<file path="config.mk">
export PLATFORM = sky130hd
export DESIGN_NAME = frame_mixer
export DESIGN_NICKNAME = d
export VERILOG_FILES = /design/src/rtl/frame_mixer_pkg.sv /design/src/rtl/frame_mixer_pair_hit_acc.sv /design/src/rtl/frame_mixer.sv
export SDC_FILE = /design/constraint.sdc
export NUM_CORES = 1
export LEC_CHECK = 0
export BUFFER_PORTS_ARGS = -buffer_cell sky130_fd_sc_hd__buf_2
export CAP_MARGIN = 20
export CORE_MARGIN = 3
export CORE_UTILIZATION = 45
export DETAILED_ROUTE_END_ITERATION = 16
export GPL_ROUTABILITY_DRIVEN = 0
export HOLD_SLACK_MARGIN = 0.05
export PLACE_DENSITY = 0.91
export SLEW_MARGIN = 25
export SYNTH_ARGS = -nofsm -noshare
export SYNTH_HDL_FRONTEND = slang
export SYNTH_SLANG_ARGS = --single-unit
</file>
<file path="constraint.sdc">
create_clock -name clk_vga -period 1.7 [get_ports clk_vga]
set_input_delay 0.17 -clock clk_vga [delete_from_list [all_inputs] [get_ports clk_vga]]
set_output_delay 0.17 -clock clk_vga [all_outputs]
set_load 0.005 [all_outputs]
</file>
<file path="src/rtl/frame_mixer_pkg.sv">
// Shared defines and types for the frame mixer: colour depth, game status
// encodings and the collision-pair bit numbering.
`ifndef FRAME_MIXER_DEFINES_SVH
`define FRAME_MIXER_DEFINES_SVH
`define COLOR_RGB_DEPTH     12
`define GAME_STATUS_BIT_LEN 2
`define GAME_STATUS_IDLE    2'd0
`define GAME_STATUS_RUN     2'd1
`define GAME_STATUS_OVER    2'd2
`endif

package frame_mixer_pkg;

  typedef enum logic [`GAME_STATUS_BIT_LEN-1:0] {
    ST_IDLE = `GAME_STATUS_IDLE,
    ST_RUN  = `GAME_STATUS_RUN,
    ST_OVER = `GAME_STATUS_OVER
  } game_state_t;

  // Collision matrix bit for the layer pair (i, j); only i < j is ever set.
  function automatic int unsigned pair_bit(input int unsigned i,
                                           input int unsigned j,
                                           input int unsigned n);
    return i * n + j;
  endfunction

endpackage

</file>
<file path="src/rtl/frame_mixer_pair_hit_acc.sv">
// Layer-pair overlap detection with a sticky per-frame accumulator.
module pair_hit_acc
  import frame_mixer_pkg::*;
#(
  parameter int N_LAYERS = 4
) (
  input  logic                           clk,
  input  logic                           rst,
  input  logic                           i_hit_en,
  input  logic                           i_frame_restart,
  input  logic                           i_hold_clear,
  input  logic [N_LAYERS-1:0]            i_alpha,
  output logic [N_LAYERS*N_LAYERS-1:0]   o_acc
);

  localparam int NN = N_LAYERS * N_LAYERS;

  logic [NN-1:0] w_hits;
  logic [NN-1:0] r_acc;

  // NOTE: every variable written in always_comb gets a default first, so no
  // path through the block can leave it unassigned and infer a latch.
  always_comb begin
    w_hits = '0;
    for (int i = 0; i < N_LAYERS; i++) begin
      for (int j = i + 1; j < N_LAYERS; j++) begin
        w_hits[pair_bit(i, j, N_LAYERS)] = i_alpha[i] & i_alpha[j];
      end
    end
  end

  // A hit in the restart cycle lands in the freshly cleared matrix.
  // NOTE: sequential state uses non-blocking assignments so every register
  // samples the pre-edge values, independent of statement order.
  always_ff @(posedge clk) begin
    if (rst || i_hold_clear) begin
      r_acc <= '0;
    end else begin
      r_acc <= (i_frame_restart ? '0 : r_acc) | (i_hit_en ? w_hits : '0);
    end
  end

  assign o_acc = r_acc;

endmodule

</file>
<file path="src/rtl/frame_mixer.sv">
// Sprite layer mixer with per-frame collision reporting and a small game
// status FSM (IDLE / RUN / OVER), all on clk_vga.
module frame_mixer
  import frame_mixer_pkg::*;
#(
  parameter int                             N_LAYERS   = 4,
  parameter int                             RGB_W      = `COLOR_RGB_DEPTH,
  parameter logic [RGB_W-1:0]               BG_RGB     = '0,
  parameter logic [RGB_W-1:0]               INFO_RGB   = '1,
  parameter logic [N_LAYERS*N_LAYERS-1:0]   FATAL_MASK = (N_LAYERS*N_LAYERS)'(2)
) (
  input  logic                              clk_vga,
  input  logic                              rst,
  input  logic                              disp_i,
  input  logic                              v_sync_i,
  input  logic [N_LAYERS*RGB_W-1:0]         rgb_i,
  input  logic [N_LAYERS-1:0]               alpha_i,
  input  logic                              info_alpha_i,
  input  logic                              gamestart_i,
  output logic [RGB_W-1:0]                  rgb_o,
  output logic [N_LAYERS*N_LAYERS-1:0]      crash_o,
  output logic [`GAME_STATUS_BIT_LEN-1:0]   game_status_o
);

  localparam int NN = N_LAYERS * N_LAYERS;

  game_state_t      r_state;
  game_state_t      w_state_next;
  logic             r_vs_prev;
  logic             w_boundary;
  logic             w_run_now;
  logic             w_run_next;
  logic [RGB_W-1:0] w_mix;
  logic [RGB_W-1:0] r_rgb;
  logic [NN-1:0]    w_acc;
  logic [NN-1:0]    r_crash;

  // Scanning from the highest index down lets layer 0 win the priority.
  always_comb begin
    w_mix = BG_RGB;
    for (int k = N_LAYERS - 1; k >= 0; k--) begin
      if (alpha_i[k]) w_mix = rgb_i[k*RGB_W +: RGB_W];
    end
    if (info_alpha_i) w_mix = INFO_RGB;
    if (!disp_i)      w_mix = '0;
  end

  assign w_boundary = r_vs_prev & ~v_sync_i;
  assign w_run_now  = (r_state == ST_RUN);
  assign w_run_next = (w_state_next == ST_RUN);

  always_comb begin
    w_state_next = r_state;
    case (r_state)
      ST_IDLE: if (gamestart_i) w_state_next = ST_RUN;
      ST_RUN:  if (|(r_crash & FATAL_MASK)) w_state_next = ST_OVER;
      ST_OVER: if (gamestart_i) w_state_next = ST_RUN;
      default: w_state_next = ST_IDLE;
    endcase
  end

  always_ff @(posedge clk_vga) begin
    if (rst) begin
      r_state   <= ST_IDLE;
      r_vs_prev <= 1'b1;
      r_rgb     <= '0;
      r_crash   <= '0;
    end else begin
      r_state   <= w_state_next;
      r_vs_prev <= v_sync_i;
      r_rgb     <= w_mix;
      r_crash   <= (w_run_now && w_boundary) ? w_acc : '0;
    end
  end

  // Held clear whenever the next state is not RUN, which also gives a clean
  // matrix on every entry into RUN.
  pair_hit_acc #(
    .N_LAYERS (N_LAYERS)
  ) u_pair_hit_acc (
    .clk             (clk_vga),
    .rst             (rst),
    .i_hit_en        (w_run_now & disp_i),
    .i_frame_restart (w_boundary),
    .i_hold_clear    (~w_run_next),
    .i_alpha         (alpha_i),
    .o_acc           (w_acc)
  );

  assign rgb_o         = r_rgb;
  assign crash_o       = r_crash;
  assign game_status_o = r_state;

endmodule

</file>
==> run_summary.xml, run 1 <==
<?xml version="1.0" encoding="UTF-8"?>
<metrics>
  <group name="cts">
    <metric name="insertion_delay" unit="ps">320</metric>
    <metric name="tritoncts" unit="">done</metric>
    <metric name="postCtsSetupBuffers" unit="">0</metric>
    <metric name="clk_root_buffer_cell" unit="">sky130_fd_sc_hd__clkbuf_4</metric>
    <metric name="ctsHtreeMaxLevel" unit="">1</metric>
    <metric name="tritoncts.num_buffers" unit="">3</metric>
    <metric name="worst_setup_hold_path_clk_slew" unit="ps">130</metric>
    <metric name="clk_path_buf_depth" unit="">2</metric>
    <metric name="clock-sinks" unit="">27</metric>
  </group>
  <group name="global_route">
    <metric name="grt_pass1_vias" unit="">1168</metric>
    <metric name="grt.total_usage" unit="">0.191</metric>
    <metric name="grt_first_pass_wirelength" unit="um">5350</metric>
    <metric name="grt_antenna_before_repair" unit="">0</metric>
    <metric name="grt_max_degree" unit="">26</metric>
    <metric name="grt-ovfl-total" unit="">0</metric>
  </group>
  <group name="drt">
    <metric name="detail_route.iter0.violations" unit="">112</metric>
    <metric name="routed_wirelength" unit="um">3660</metric>
    <metric name="wl_per_cell" unit="um">14.2</metric>
    <metric name="drt_pass1_iterations" unit="">4</metric>
    <metric name="drt_drc" unit="">0</metric>
    <metric name="remaining_antenna_violation_count_after_routing" unit="">0</metric>
    <metric name="vias_per_cell" unit="">5.23</metric>
    <metric name="vias" unit="">1343</metric>
  </group>
  <group name="min_path">
    <metric name="worst_hold_path_type" unit="">in -&gt; reg</metric>
    <metric name="hold-path-endpoint" unit="">game_status_o[1]</metric>
    <metric name="worstHoldPathCells" unit="">2</metric>
    <metric name="critical_hold_path_startpoint" unit="">rst</metric>
  </group>
  <group name="power">
    <metric name="peakVddDrop" unit="mV">0.293</metric>
    <metric name="post-layout-total-power" unit="mW">1.17</metric>
    <metric name="power_density" unit="mW/mm^2">679</metric>
    <metric name="p_leak" unit="nW">0.871</metric>
  </group>
  <group name="final_layout">
    <metric name="share_of_cells_above_drive_strength_1" unit="">0.381</metric>
    <metric name="finalNetCount" unit="">285</metric>
    <metric name="postLayoutCellArea" unit="mm^2">0.00173</metric>
    <metric name="area_growth_syn_to_layout" unit="%">26.4</metric>
    <metric name="diodes" unit="">0</metric>
    <metric name="layout.core_utilization" unit="">0.612</metric>
    <metric name="finish.cell_count_without_fillers" unit="">257</metric>
  </group>
  <group name="floorplanning">
    <metric name="boundaryPins" unit="">88</metric>
    <metric name="floorplan.die_area" unit="mm^2">0.00374</metric>
    <metric name="rows" unit="">19</metric>
    <metric name="chipHeight" unit="um">61.2</metric>
    <metric name="core-area" unit="mm^2">0.00283</metric>
    <metric name="die_width" unit="um">61.2</metric>
    <metric name="start_util" unit="">0.484</metric>
  </group>
  <group name="worst_setup_path">
    <metric name="worstSetupEndpointType" unit="">flip-flop</metric>
    <metric name="worst-path-max-fanout" unit="">7</metric>
    <metric name="r2r-end" unit="">u_pair_hit_acc.o_acc[7]</metric>
    <metric name="cp_data_arrival_time" unit="ps">1530</metric>
    <metric name="worst_ep_required_time" unit="ps">1960</metric>
    <metric name="setup.worst_path.start_class" unit="">primary input</metric>
    <metric name="worst-r2r-cell-count" unit="">3</metric>
    <metric name="worstReg2RegStart" unit="">game_status_o[0]</metric>
    <metric name="r2r_setup_slk" unit="ps">470</metric>
    <metric name="criticalPathCategory" unit="">in -&gt; reg</metric>
  </group>
  <group name="synth">
    <metric name="ys_seq_elements" unit="">27</metric>
    <metric name="synthesis.area" unit="mm^2">0.00137</metric>
    <metric name="synth.avg_cell_area" unit="um^2">8.83</metric>
    <metric name="yosys_warnings" unit="">0</metric>
    <metric name="synthesis.instances" unit="">155</metric>
    <metric name="ys_types" unit="">32</metric>
    <metric name="synth_sequential_area_ratio" unit="">0.395</metric>
  </group>
  <group name="timing">
    <metric name="slew-limit-headroom" unit="">0.642</metric>
    <metric name="fin_worst_skew" unit="ps">8.63</metric>
    <metric name="postLayoutSetupSlackWorst" unit="ps">430</metric>
    <metric name="final.hold.worst_slack" unit="ps">85.4</metric>
    <metric name="final.period_utilization" unit="">0.747</metric>
    <metric name="max_freq" unit="MHz">788</metric>
    <metric name="hold_viol_final" unit="">0</metric>
    <metric name="total_negative_setup_slack" unit="ps">0</metric>
    <metric name="final_critical_delay_including_setup_and_external_delays" unit="ps">1270</metric>
    <metric name="tightestPinTransition" unit="ps">535</metric>
    <metric name="finalSetupViolCount" unit="">0</metric>
    <metric name="rsz0062_at_grt" unit="">no</metric>
    <metric name="drv_slew" unit="">0</metric>
  </group>
  <group name="flow_run">
    <metric name="max_cap_viols" unit="">0</metric>
  </group>
  <group name="place">
    <metric name="placedCellCount" unit="">252</metric>
    <metric name="dp_worst_setup_slack" unit="ps">446</metric>
    <metric name="dp.final_hpwl" unit="um">2700</metric>
    <metric name="count_of_port_buffers_added_during_placement" unit="">77</metric>
    <metric name="place_area" unit="mm^2">0.00169</metric>
  </group>
  <group name="outcome">
    <metric name="outcome" unit="">finished, final reports clean</metric>
  </group>
</metrics>
registers in the layout, summed over array words and instances (netlist names):
name / count
crash_o: 6
game_status_o: 2
r_vs_prev: 1
rgb_o: 12
u_pair_hit_acc.o_acc: 6
worst max-delay path, cell delays in order:
cell,delay [ps]
sky130_fd_sc_hd__dlygate4sd3_1,540
sky130_fd_sc_hd__buf_2,130
sky130_fd_sc_hd__nand2b_4,170
sky130_fd_sc_hd__nor4b_4,330
sky130_fd_sc_hd__and2_1,190
cell usage after synthesis (all sizes together):
cell type / count / area [um^2]
a221oi: 12 / 111
a32oi: 3 / 26.3
buf: 19 / 131
and4b: 1 / 10.0
or2: 1 / 6.26
a22oi: 3 / 22.5
nand3: 12 / 60.1
nor2: 7 / 26.3
clkbuf: 2 / 8.75
dfxtp: 27 / 541
nor2b: 3 / 21.3
nor4b: 1 / 23.8
a21o: 12 / 90.1
nor3b: 1 / 7.51
and2: 6 / 37.5
nand2b: 7 / 51.3
a21oi: 1 / 5.00
inv: 2 / 7.51
o21ai: 12 / 60.1
o21bai: 1 / 7.51
conb: 1 / 3.75
nand3b: 1 / 7.51
nand2: 13 / 48.8
or2b: 6 / 45.0
and3b: 1 / 8.76
layer usage:
metal  vias up  track usage  wire length, um
met1       608        0.241             1540
li1        671            -                -
met5         -            0                0
met3         6       0.0189              243
met2        58        0.334             1820
met4         0       0.0743               57
report_power, final:
part	internal [mW]	switching (mW)
clock	0.0917	0.177
combinational	0.117	0.118
sequential	0.659	0.0113
total	0.868	0.307
logic make-up after synthesis:
| logic type | Yosys count | share of synthesized area |
|---|---|---|
| AND/OR/NAND/NOR | 60 | 0.259 |
| AO/OA/AOI/OAI | 44 | 0.236 |
| other | 1 | 0.00274 |
| buffers and inverters | 23 | 0.108 |
| flip-flops | 27 | 0.395 |
cells in the final DEF, fill, tap and decap left out, types with 2 or more instances in the layout:
cell type / count
sky130_fd_sc_hd__a21o_1: 12
sky130_fd_sc_hd__a221oi_1: 11
sky130_fd_sc_hd__a22oi_1: 3
sky130_fd_sc_hd__a32oi_1: 3
sky130_fd_sc_hd__and2_1: 6
sky130_fd_sc_hd__buf_2: 77
sky130_fd_sc_hd__clkbuf_4: 3
sky130_fd_sc_hd__conb_1: 10
sky130_fd_sc_hd__dfxtp_1: 27
sky130_fd_sc_hd__inv_1: 2
sky130_fd_sc_hd__nand2_1: 13
sky130_fd_sc_hd__nand2b_1: 6
sky130_fd_sc_hd__nand3_1: 12
sky130_fd_sc_hd__nor2_1: 7
sky130_fd_sc_hd__nor2b_1: 2
sky130_fd_sc_hd__o21ai_1: 11
sky130_fd_sc_hd__or2b_1: 6
worst max-delay path by stage:
stage	from	endpoint	slack, ps	cells past startpoint
after detailed placement	alpha_i[2]	rgb_o[1]	450	4
after CTS	v_sync_i	crash_o[1]	450	5
after global placement	alpha_i[2]	rgb_o[1]	490	4
after floorplan	game_status_o[1]	u_pair_hit_acc.o_acc[11]	670	3
final	v_sync_i	crash_o[1]	430	5
after global routing	v_sync_i	crash_o[1]	360	5
area by class of cell:
cell class / instances / area (um^2)
clock buffer: 4 / 26.3
inverter: 2 / 7.51
fill: 268 / 1100
multi-input combinational: 114 / 714
sequential: 27 / 541
timing repair buffer: 79 / 403
tap: 31 / 38.8
repair_timing:
action                     in CTS  in global routing
gates resized for setup         0                  0
setup endpoints to repair       0                  0
hold endpoints to repair        1                  0
hold buffers                    1                  0
Note: power is estimated with default switching activity, not from simulation.
==> run 2: changes to the inputs <==
--- a/config.mk
+++ b/config.mk
@@ -8,11 +8,11 @@
 export BUFFER_PORTS_ARGS = -buffer_cell sky130_fd_sc_hd__buf_2
 export CAP_MARGIN = 20
 export CORE_MARGIN = 3
-export CORE_UTILIZATION = 45
+export CORE_UTILIZATION = 38
 export DETAILED_ROUTE_END_ITERATION = 16
 export GPL_ROUTABILITY_DRIVEN = 0
 export HOLD_SLACK_MARGIN = 0.05
-export PLACE_DENSITY = 0.91
+export PLACE_DENSITY = 0.83
 export SLEW_MARGIN = 25
 export SYNTH_ARGS = -nofsm -noshare
 export SYNTH_HDL_FRONTEND = slang
==> constraint.sdc (replaced) <==
create_clock -name clk_vga -period 1.1 [get_ports clk_vga]
set_input_delay 0.11 -clock clk_vga [delete_from_list [all_inputs] [get_ports clk_vga]]
set_output_delay 0.11 -clock clk_vga [all_outputs]
set_load 0.005 [all_outputs]
==> run 2 against run 1 <==
Net effect:
- count of clock-buffer cells in the layout fell by 1
- final cell count rose by 11%
- critical endpoint unchanged
- die area rose by 17%
- largest power group unchanged
- sequential cell count did not move
==> run_summary.xml, run 2 (synthesis results as in run 1) <==
<?xml version="1.0" encoding="UTF-8"?>
<metrics>
  <group name="final_layout">
    <metric name="final_common_cell" unit="">sky130_fd_sc_hd__buf_2</metric>
    <metric name="max_reg_flops" unit="">12</metric>
    <metric name="postLayoutCellArea" unit="mm^2">0.00194</metric>
    <metric name="area_growth_syn_to_layout" unit="%">42.0</metric>
    <metric name="most_frequent_cells_in_the_layout" unit="">sky130_fd_sc_hd__buf_2, sky130_fd_sc_hd__dfxtp_1, sky130_fd_sc_hd__nand2_1, sky130_fd_sc_hd__nand3_1, sky130_fd_sc_hd__a21o_1</metric>
    <metric name="diodes" unit="">0</metric>
    <metric name="finalNetCount" unit="">299</metric>
    <metric name="share_of_cells_above_drive_strength_1" unit="">0.413</metric>
  </group>
  <group name="timing">
    <metric name="total_negative_setup_slack" unit="ps">0</metric>
    <metric name="max_freq" unit="MHz">946</metric>
    <metric name="rsz0062_at_grt" unit="">yes</metric>
    <metric name="drv_slew" unit="">0</metric>
    <metric name="final_critical_delay_including_setup_and_external_delays" unit="ps">1060</metric>
    <metric name="final.period_utilization" unit="">0.961</metric>
    <metric name="slew-limit-headroom" unit="">0.596</metric>
    <metric name="tightestPinTransition" unit="ps">604</metric>
    <metric name="fin_worst_skew" unit="ps">0.693</metric>
    <metric name="hold_viol_final" unit="">0</metric>
    <metric name="finalSetupViolCount" unit="">0</metric>
  </group>
  <group name="drt">
    <metric name="drt_pass1_iterations" unit="">4</metric>
    <metric name="met3RoutedLength" unit="um">288</metric>
    <metric name="wl_per_cell" unit="um">13.3</metric>
    <metric name="met1Wirelength" unit="um">1570</metric>
    <metric name="vias" unit="">1419</metric>
    <metric name="remaining_antenna_violation_count_after_routing" unit="">0</metric>
    <metric name="detail_route.iter0.violations" unit="">59</metric>
    <metric name="routed_wirelength" unit="um">3810</metric>
    <metric name="topRoutingLayerUsed" unit="">met4</metric>
    <metric name="met2RoutedLength" unit="um">1900</metric>
    <metric name="drt_drc" unit="">0</metric>
    <metric name="vias_per_cell" unit="">4.96</metric>
  </group>
  <group name="cts">
    <metric name="worst_setup_hold_path_clk_slew" unit="ps">160</metric>
    <metric name="insertion_delay" unit="ps">330</metric>
    <metric name="tritoncts.num_buffers" unit="">3</metric>
    <metric name="clk_path_buf_depth" unit="">2</metric>
    <metric name="clk_root_buffer_cell" unit="">sky130_fd_sc_hd__clkbuf_4</metric>
    <metric name="tritoncts" unit="">done</metric>
    <metric name="clock-sinks" unit="">27</metric>
    <metric name="ctsHtreeMaxLevel" unit="">1</metric>
  </group>
  <group name="power">
    <metric name="seqPwrFrac" unit="">0.534</metric>
    <metric name="power_density" unit="mW/mm^2">998</metric>
    <metric name="comb_power_share" unit="">0.224</metric>
    <metric name="power_switching_share" unit="">0.277</metric>
    <metric name="clock_power_frac" unit="">0.242</metric>
    <metric name="p_leak" unit="nW">0.969</metric>
    <metric name="peakVddDrop" unit="mV">0.528</metric>
    <metric name="power_report.internal_total" unit="mW">1.40</metric>
    <metric name="power.switching" unit="mW">0.537</metric>
  </group>
  <group name="global_route">
    <metric name="grt_pass1_vias" unit="">1214</metric>
    <metric name="grt_first_pass_wirelength" unit="um">5510</metric>
    <metric name="grt_antenna_before_repair" unit="">0</metric>
    <metric name="grt_max_degree" unit="">25</metric>
    <metric name="grt.total_usage" unit="">0.163</metric>
    <metric name="grt-ovfl-total" unit="">0</metric>
  </group>
  <group name="worst_setup_path">
    <metric name="cp_data_arrival_time" unit="ps">1350</metric>
    <metric name="worstSetupEndpointType" unit="">flip-flop</metric>
    <metric name="setup.worst_path.start_class" unit="">flip-flop</metric>
    <metric name="worst_ep_required_time" unit="ps">1390</metric>
    <metric name="worst-path-max-fanout" unit="">6</metric>
    <metric name="criticalPathCategory" unit="">reg -&gt; reg</metric>
  </group>
  <group name="min_path">
    <metric name="worst_hold_path_type" unit="">in -&gt; reg</metric>
  </group>
  <group name="floorplanning">
    <metric name="core-area" unit="mm^2">0.00339</metric>
    <metric name="die_width" unit="um">66.0</metric>
    <metric name="chipHeight" unit="um">66.0</metric>
    <metric name="rows" unit="">21</metric>
    <metric name="floorplan.die_area" unit="mm^2">0.00436</metric>
    <metric name="boundaryPins" unit="">88</metric>
    <metric name="start_util" unit="">0.404</metric>
  </group>
  <group name="place">
    <metric name="place_area" unit="mm^2">0.00176</metric>
    <metric name="count_of_port_buffers_added_during_placement" unit="">77</metric>
    <metric name="dp.final_hpwl" unit="um">2650</metric>
  </group>
  <group name="outcome">
    <metric name="outcome" unit="">finished, final reports clean</metric>
  </group>
  <group name="flow_run">
    <metric name="max_cap_viols" unit="">0</metric>
  </group>
</metrics>
## run 2: cell count changes in the layout (fill, tap and decap cells not counted)
cell / change
sky130_fd_sc_hd__o21bai_1: -1
sky130_fd_sc_hd__nor2b_4: +1
sky130_fd_sc_hd__inv_6: +1
sky130_fd_sc_hd__nor2b_1: -1
sky130_fd_sc_hd__buf_12: +1
sky130_fd_sc_hd__buf_2: -1
sky130_fd_sc_hd__dlygate4sd3_1: +6
sky130_fd_sc_hd__clkbuf_1: -1
sky130_fd_sc_hd__dfxtp_1: -3
sky130_fd_sc_hd__dlymetal6s4s_1: +1
sky130_fd_sc_hd__dfxtp_2: +3
sky130_fd_sc_hd__o21bai_2: +1
sky130_fd_sc_hd__clkbuf_16: +2
sky130_fd_sc_hd__buf_4: +5
## run 2: stage by stage
step	setup WS, ps	hold WS [ps]	utilization	instances	total power [mW]
after global routing	-5.97	48.1	0.574	286	2.05
after detailed placement	-83.4	322	0.519	271	1.43
after global placement	-24.3	311	0.519	271	1.43
final	42.6	55.6	0.574	286	1.94
after CTS	0.0243	55.5	0.550	282	1.92
after floorplan	72.8	179	-	164	1.28
## run 2: layout make-up
class	count	area [um^2]
flip-flops and latches	27	544
clock inverters	1	8.76
multi-input cells	114	726
repair buffers	93	578
clock buffers	3	22.5
well taps	46	57.6
fillers	309	1450
inverters	2	7.51
## run 2: power groups by stage
| stage | logic, mW | registers, mW | clock network (mW) |
|---|---|---|---|
| floorplan | 0.217 | 1.06 | 0 |
| global placement | 0.374 | 1.05 | 0 |
| detailed placement | 0.379 | 1.06 | 0 |
| CTS | 0.402 | 1.03 | 0.483 |
| global route | 0.478 | 1.04 | 0.530 |
| finish | 0.435 | 1.04 | 0.469 |
## run 2: worst paths after layout
kind,start,endpoint,slack [ps],depth (start not counted)
worst max-delay path,r_vs_prev,crash_o[1],40,3
worst max register to register,r_vs_prev,crash_o[1],40,3
worst min register to register,u_pair_hit_acc.o_acc[3],crash_o[3],480,1
worst min-delay path,rgb_i[43],rgb_o[7],60,3
## run 2: what timing repair did
action                                  in CTS  in global routing
pin swaps                                    0                  4
gates resized for setup                      1                  5
buffers inserted                             0                  2
hold endpoints to repair                     4                  1
hold buffers                                 7                  1
endpoints found under the setup margin       7                 27
gates cloned                                 0                  2
## run 2: routing by layer
metal  global-route usage  up-vias
li1                     -      701
met1                0.215      642
met2                0.264       70
met3               0.0187        6
met4               0.0736        0
met5                    0        -
## run 2: worst max-delay path, stage by stage (launching register included)
cell,delay (ps)
sky130_fd_sc_hd__dfxtp_2,370
sky130_fd_sc_hd__nand2b_4,70
sky130_fd_sc_hd__nor4b_4,380
sky130_fd_sc_hd__and2_1,190
==> run 3: changes to the inputs <==
--- a/config.mk
+++ b/config.mk
@@ -12,6 +12,7 @@
 export DETAILED_ROUTE_END_ITERATION = 16
 export GPL_ROUTABILITY_DRIVEN = 0
 export HOLD_SLACK_MARGIN = 0.05
+export MAX_ROUTING_LAYER = met4
 export PLACE_DENSITY = 0.83
 export SLEW_MARGIN = 25
 export SYNTH_ARGS = -nofsm -noshare
==> run 3 against run 2 <==
Net effect:
- total power shrank 0.13%
- setup slack improved by 1.6 ps
- sequential share of layout area is the same
- worst hold slack got worse by 1.3 ps
- critical path type unchanged
- non-clock buffer count stayed put
- clock power is essentially flat
==> run_summary.xml, run 3 (synthesis results as in run 1) <==
<?xml version="1.0" encoding="UTF-8"?>
<metrics>
  <group name="outcome">
    <metric name="outcome" unit="">finished, final reports clean</metric>
  </group>
  <group name="timing">
    <metric name="final.period_utilization" unit="">0.960</metric>
    <metric name="finalSetupViolCount" unit="">0</metric>
    <metric name="drv_slew" unit="">0</metric>
    <metric name="total_negative_setup_slack" unit="ps">0</metric>
    <metric name="fin_worst_skew" unit="ps">0.704</metric>
    <metric name="hold_viol_final" unit="">0</metric>
    <metric name="max_freq" unit="MHz">947</metric>
    <metric name="slew-limit-headroom" unit="">0.596</metric>
    <metric name="final_critical_delay_including_setup_and_external_delays" unit="ps">1060</metric>
    <metric name="rsz0062_at_grt" unit="">yes</metric>
    <metric name="tightestPinTransition" unit="ps">603</metric>
  </group>
  <group name="min_path">
    <metric name="hold-path-endpoint" unit="">rgb_o[7]</metric>
    <metric name="worstHoldPathCells" unit="">3</metric>
    <metric name="worst_hold_path_type" unit="">in -&gt; reg</metric>
    <metric name="critical_hold_path_startpoint" unit="">rgb_i[43]</metric>
  </group>
  <group name="final_layout">
    <metric name="layout.core_utilization" unit="">0.574</metric>
    <metric name="area_growth_syn_to_layout" unit="%">42.0</metric>
    <metric name="finalNetCount" unit="">299</metric>
    <metric name="most_frequent_cells_in_the_layout" unit="">sky130_fd_sc_hd__buf_2, sky130_fd_sc_hd__dfxtp_1, sky130_fd_sc_hd__nand2_1, sky130_fd_sc_hd__nand3_1, sky130_fd_sc_hd__a21o_1</metric>
    <metric name="final_common_cell" unit="">sky130_fd_sc_hd__buf_2</metric>
    <metric name="diodes" unit="">0</metric>
    <metric name="max_reg_flops" unit="">12</metric>
    <metric name="postLayoutCellArea" unit="mm^2">0.00194</metric>
    <metric name="share_of_cells_above_drive_strength_1" unit="">0.413</metric>
    <metric name="finish.cell_count_without_fillers" unit="">286</metric>
  </group>
  <group name="drt">
    <metric name="drt_drc" unit="">0</metric>
    <metric name="detail_route.iter0.violations" unit="">62</metric>
    <metric name="vias_per_cell" unit="">4.92</metric>
    <metric name="drt_pass1_iterations" unit="">5</metric>
    <metric name="routed_wirelength" unit="um">3770</metric>
    <metric name="wl_per_cell" unit="um">13.2</metric>
    <metric name="vias" unit="">1407</metric>
    <metric name="remaining_antenna_violation_count_after_routing" unit="">0</metric>
  </group>
  <group name="cts">
    <metric name="worst_setup_hold_path_clk_slew" unit="ps">160</metric>
    <metric name="tritoncts.num_buffers" unit="">3</metric>
    <metric name="clk_root_buffer_cell" unit="">sky130_fd_sc_hd__clkbuf_4</metric>
    <metric name="clock-sinks" unit="">27</metric>
    <metric name="tritoncts" unit="">done</metric>
    <metric name="ctsHtreeMaxLevel" unit="">1</metric>
    <metric name="insertion_delay" unit="ps">330</metric>
    <metric name="clk_path_buf_depth" unit="">2</metric>
  </group>
  <group name="floorplanning">
    <metric name="core-area" unit="mm^2">0.00339</metric>
    <metric name="chipHeight" unit="um">66.0</metric>
    <metric name="rows" unit="">21</metric>
    <metric name="die_width" unit="um">66.0</metric>
    <metric name="boundaryPins" unit="">88</metric>
    <metric name="floorplan.die_area" unit="mm^2">0.00436</metric>
    <metric name="start_util" unit="">0.404</metric>
  </group>
  <group name="power">
    <metric name="power_density" unit="mW/mm^2">997</metric>
    <metric name="post-layout-total-power" unit="mW">1.94</metric>
    <metric name="peakVddDrop" unit="mV">0.528</metric>
    <metric name="p_leak" unit="nW">0.969</metric>
  </group>
  <group name="worst_setup_path">
    <metric name="cp_data_arrival_time" unit="ps">1340</metric>
    <metric name="setup.worst_path.start_class" unit="">flip-flop</metric>
    <metric name="worstSetupEndpointType" unit="">flip-flop</metric>
    <metric name="criticalPathCategory" unit="">reg -&gt; reg</metric>
    <metric name="r2r-end" unit="">crash_o[1]</metric>
    <metric name="worst-r2r-cell-count" unit="">3</metric>
    <metric name="worst_ep_required_time" unit="ps">1390</metric>
    <metric name="worst-path-max-fanout" unit="">6</metric>
    <metric name="worstReg2RegStart" unit="">r_vs_prev</metric>
    <metric name="r2r_setup_slk" unit="ps">40</metric>
  </group>
  <group name="flow_run">
    <metric name="max_cap_viols" unit="">0</metric>
  </group>
  <group name="place">
    <metric name="placedCellCount" unit="">271</metric>
    <metric name="dp.final_hpwl" unit="um">2650</metric>
    <metric name="count_of_port_buffers_added_during_placement" unit="">77</metric>
    <metric name="place_area" unit="mm^2">0.00176</metric>
  </group>
  <group name="global_route">
    <metric name="grt_max_degree" unit="">25</metric>
    <metric name="grt.total_usage" unit="">0.167</metric>
    <metric name="grt-ovfl-total" unit="">0</metric>
    <metric name="grt_antenna_before_repair" unit="">0</metric>
    <metric name="grt_first_pass_wirelength" unit="um">5510</metric>
    <metric name="grt_pass1_vias" unit="">1213</metric>
  </group>
</metrics>
==> run 3: cell counts in the layout (fill, tap and decap cells not counted) <==
No cell type changed its count.
==> run 3: report_power, final <==
part | leakage [nW] | switching [mW] | internal [mW]
Combinational | 0.729 | 0.199 | 0.236
Sequential | 0.222 | 0.0162 | 1.02
Clock | 0.0183 | 0.319 | 0.149
==> run 3: what timing repair did <==
action | in CTS | in global routing
buffers inserted | 0 | 2
cloned | 0 | 2
setup endpoints to repair | 7 | 27
gates resized for setup | 1 | 5
hold buffers | 7 | 1
hold endpoints to repair | 4 | 1
pin swaps | 0 | 4
==> run 3: final cells by class <==
cell class | instances | area (um^2)
tap | 46 | 57.6
sequential | 27 | 544
timing repair buffer | 93 | 578
clock buffer | 3 | 22.5
clock inverter | 1 | 8.76
fill | 309 | 1450
multi-input combinational | 114 | 726
inverter | 2 | 7.51
==> run 3: how the worst max path moves through the flow <==
stage	depth (start not counted)	start	to
floorplan	3	game_status_o[1]	u_pair_hit_acc.o_acc[11]
global placement	4	alpha_i[2]	rgb_o[4]
detailed placement	4	alpha_i[2]	rgb_o[1]
CTS	1	game_status_o[0]	game_status_o[0]
global route	3	r_vs_prev	crash_o[1]
finish	3	r_vs_prev	crash_o[1]
==> run 3: worst max-delay path: stages (launching register included) <==
cell,delay [ps]
sky130_fd_sc_hd__dfxtp_2,370
sky130_fd_sc_hd__nand2b_4,70
sky130_fd_sc_hd__nor4b_4,380
sky130_fd_sc_hd__and2_1,190
==> run 3: layer usage <==
layer	track usage	share of wire
met4	0.0736	0.0095
met5	-	0
met1	0.213	0.41
met3	0.0187	0.072
met2	0.265	0.51
==> run 3: stage by stage <==
step	hold slack, ps	setup slack, ps
CTS	55.5	0.0243
detailed placement	322	-83.4
global placement	311	-24.3
global route	48.1	-5.97
finish	54.3	44.2
floorplan	179	72.8
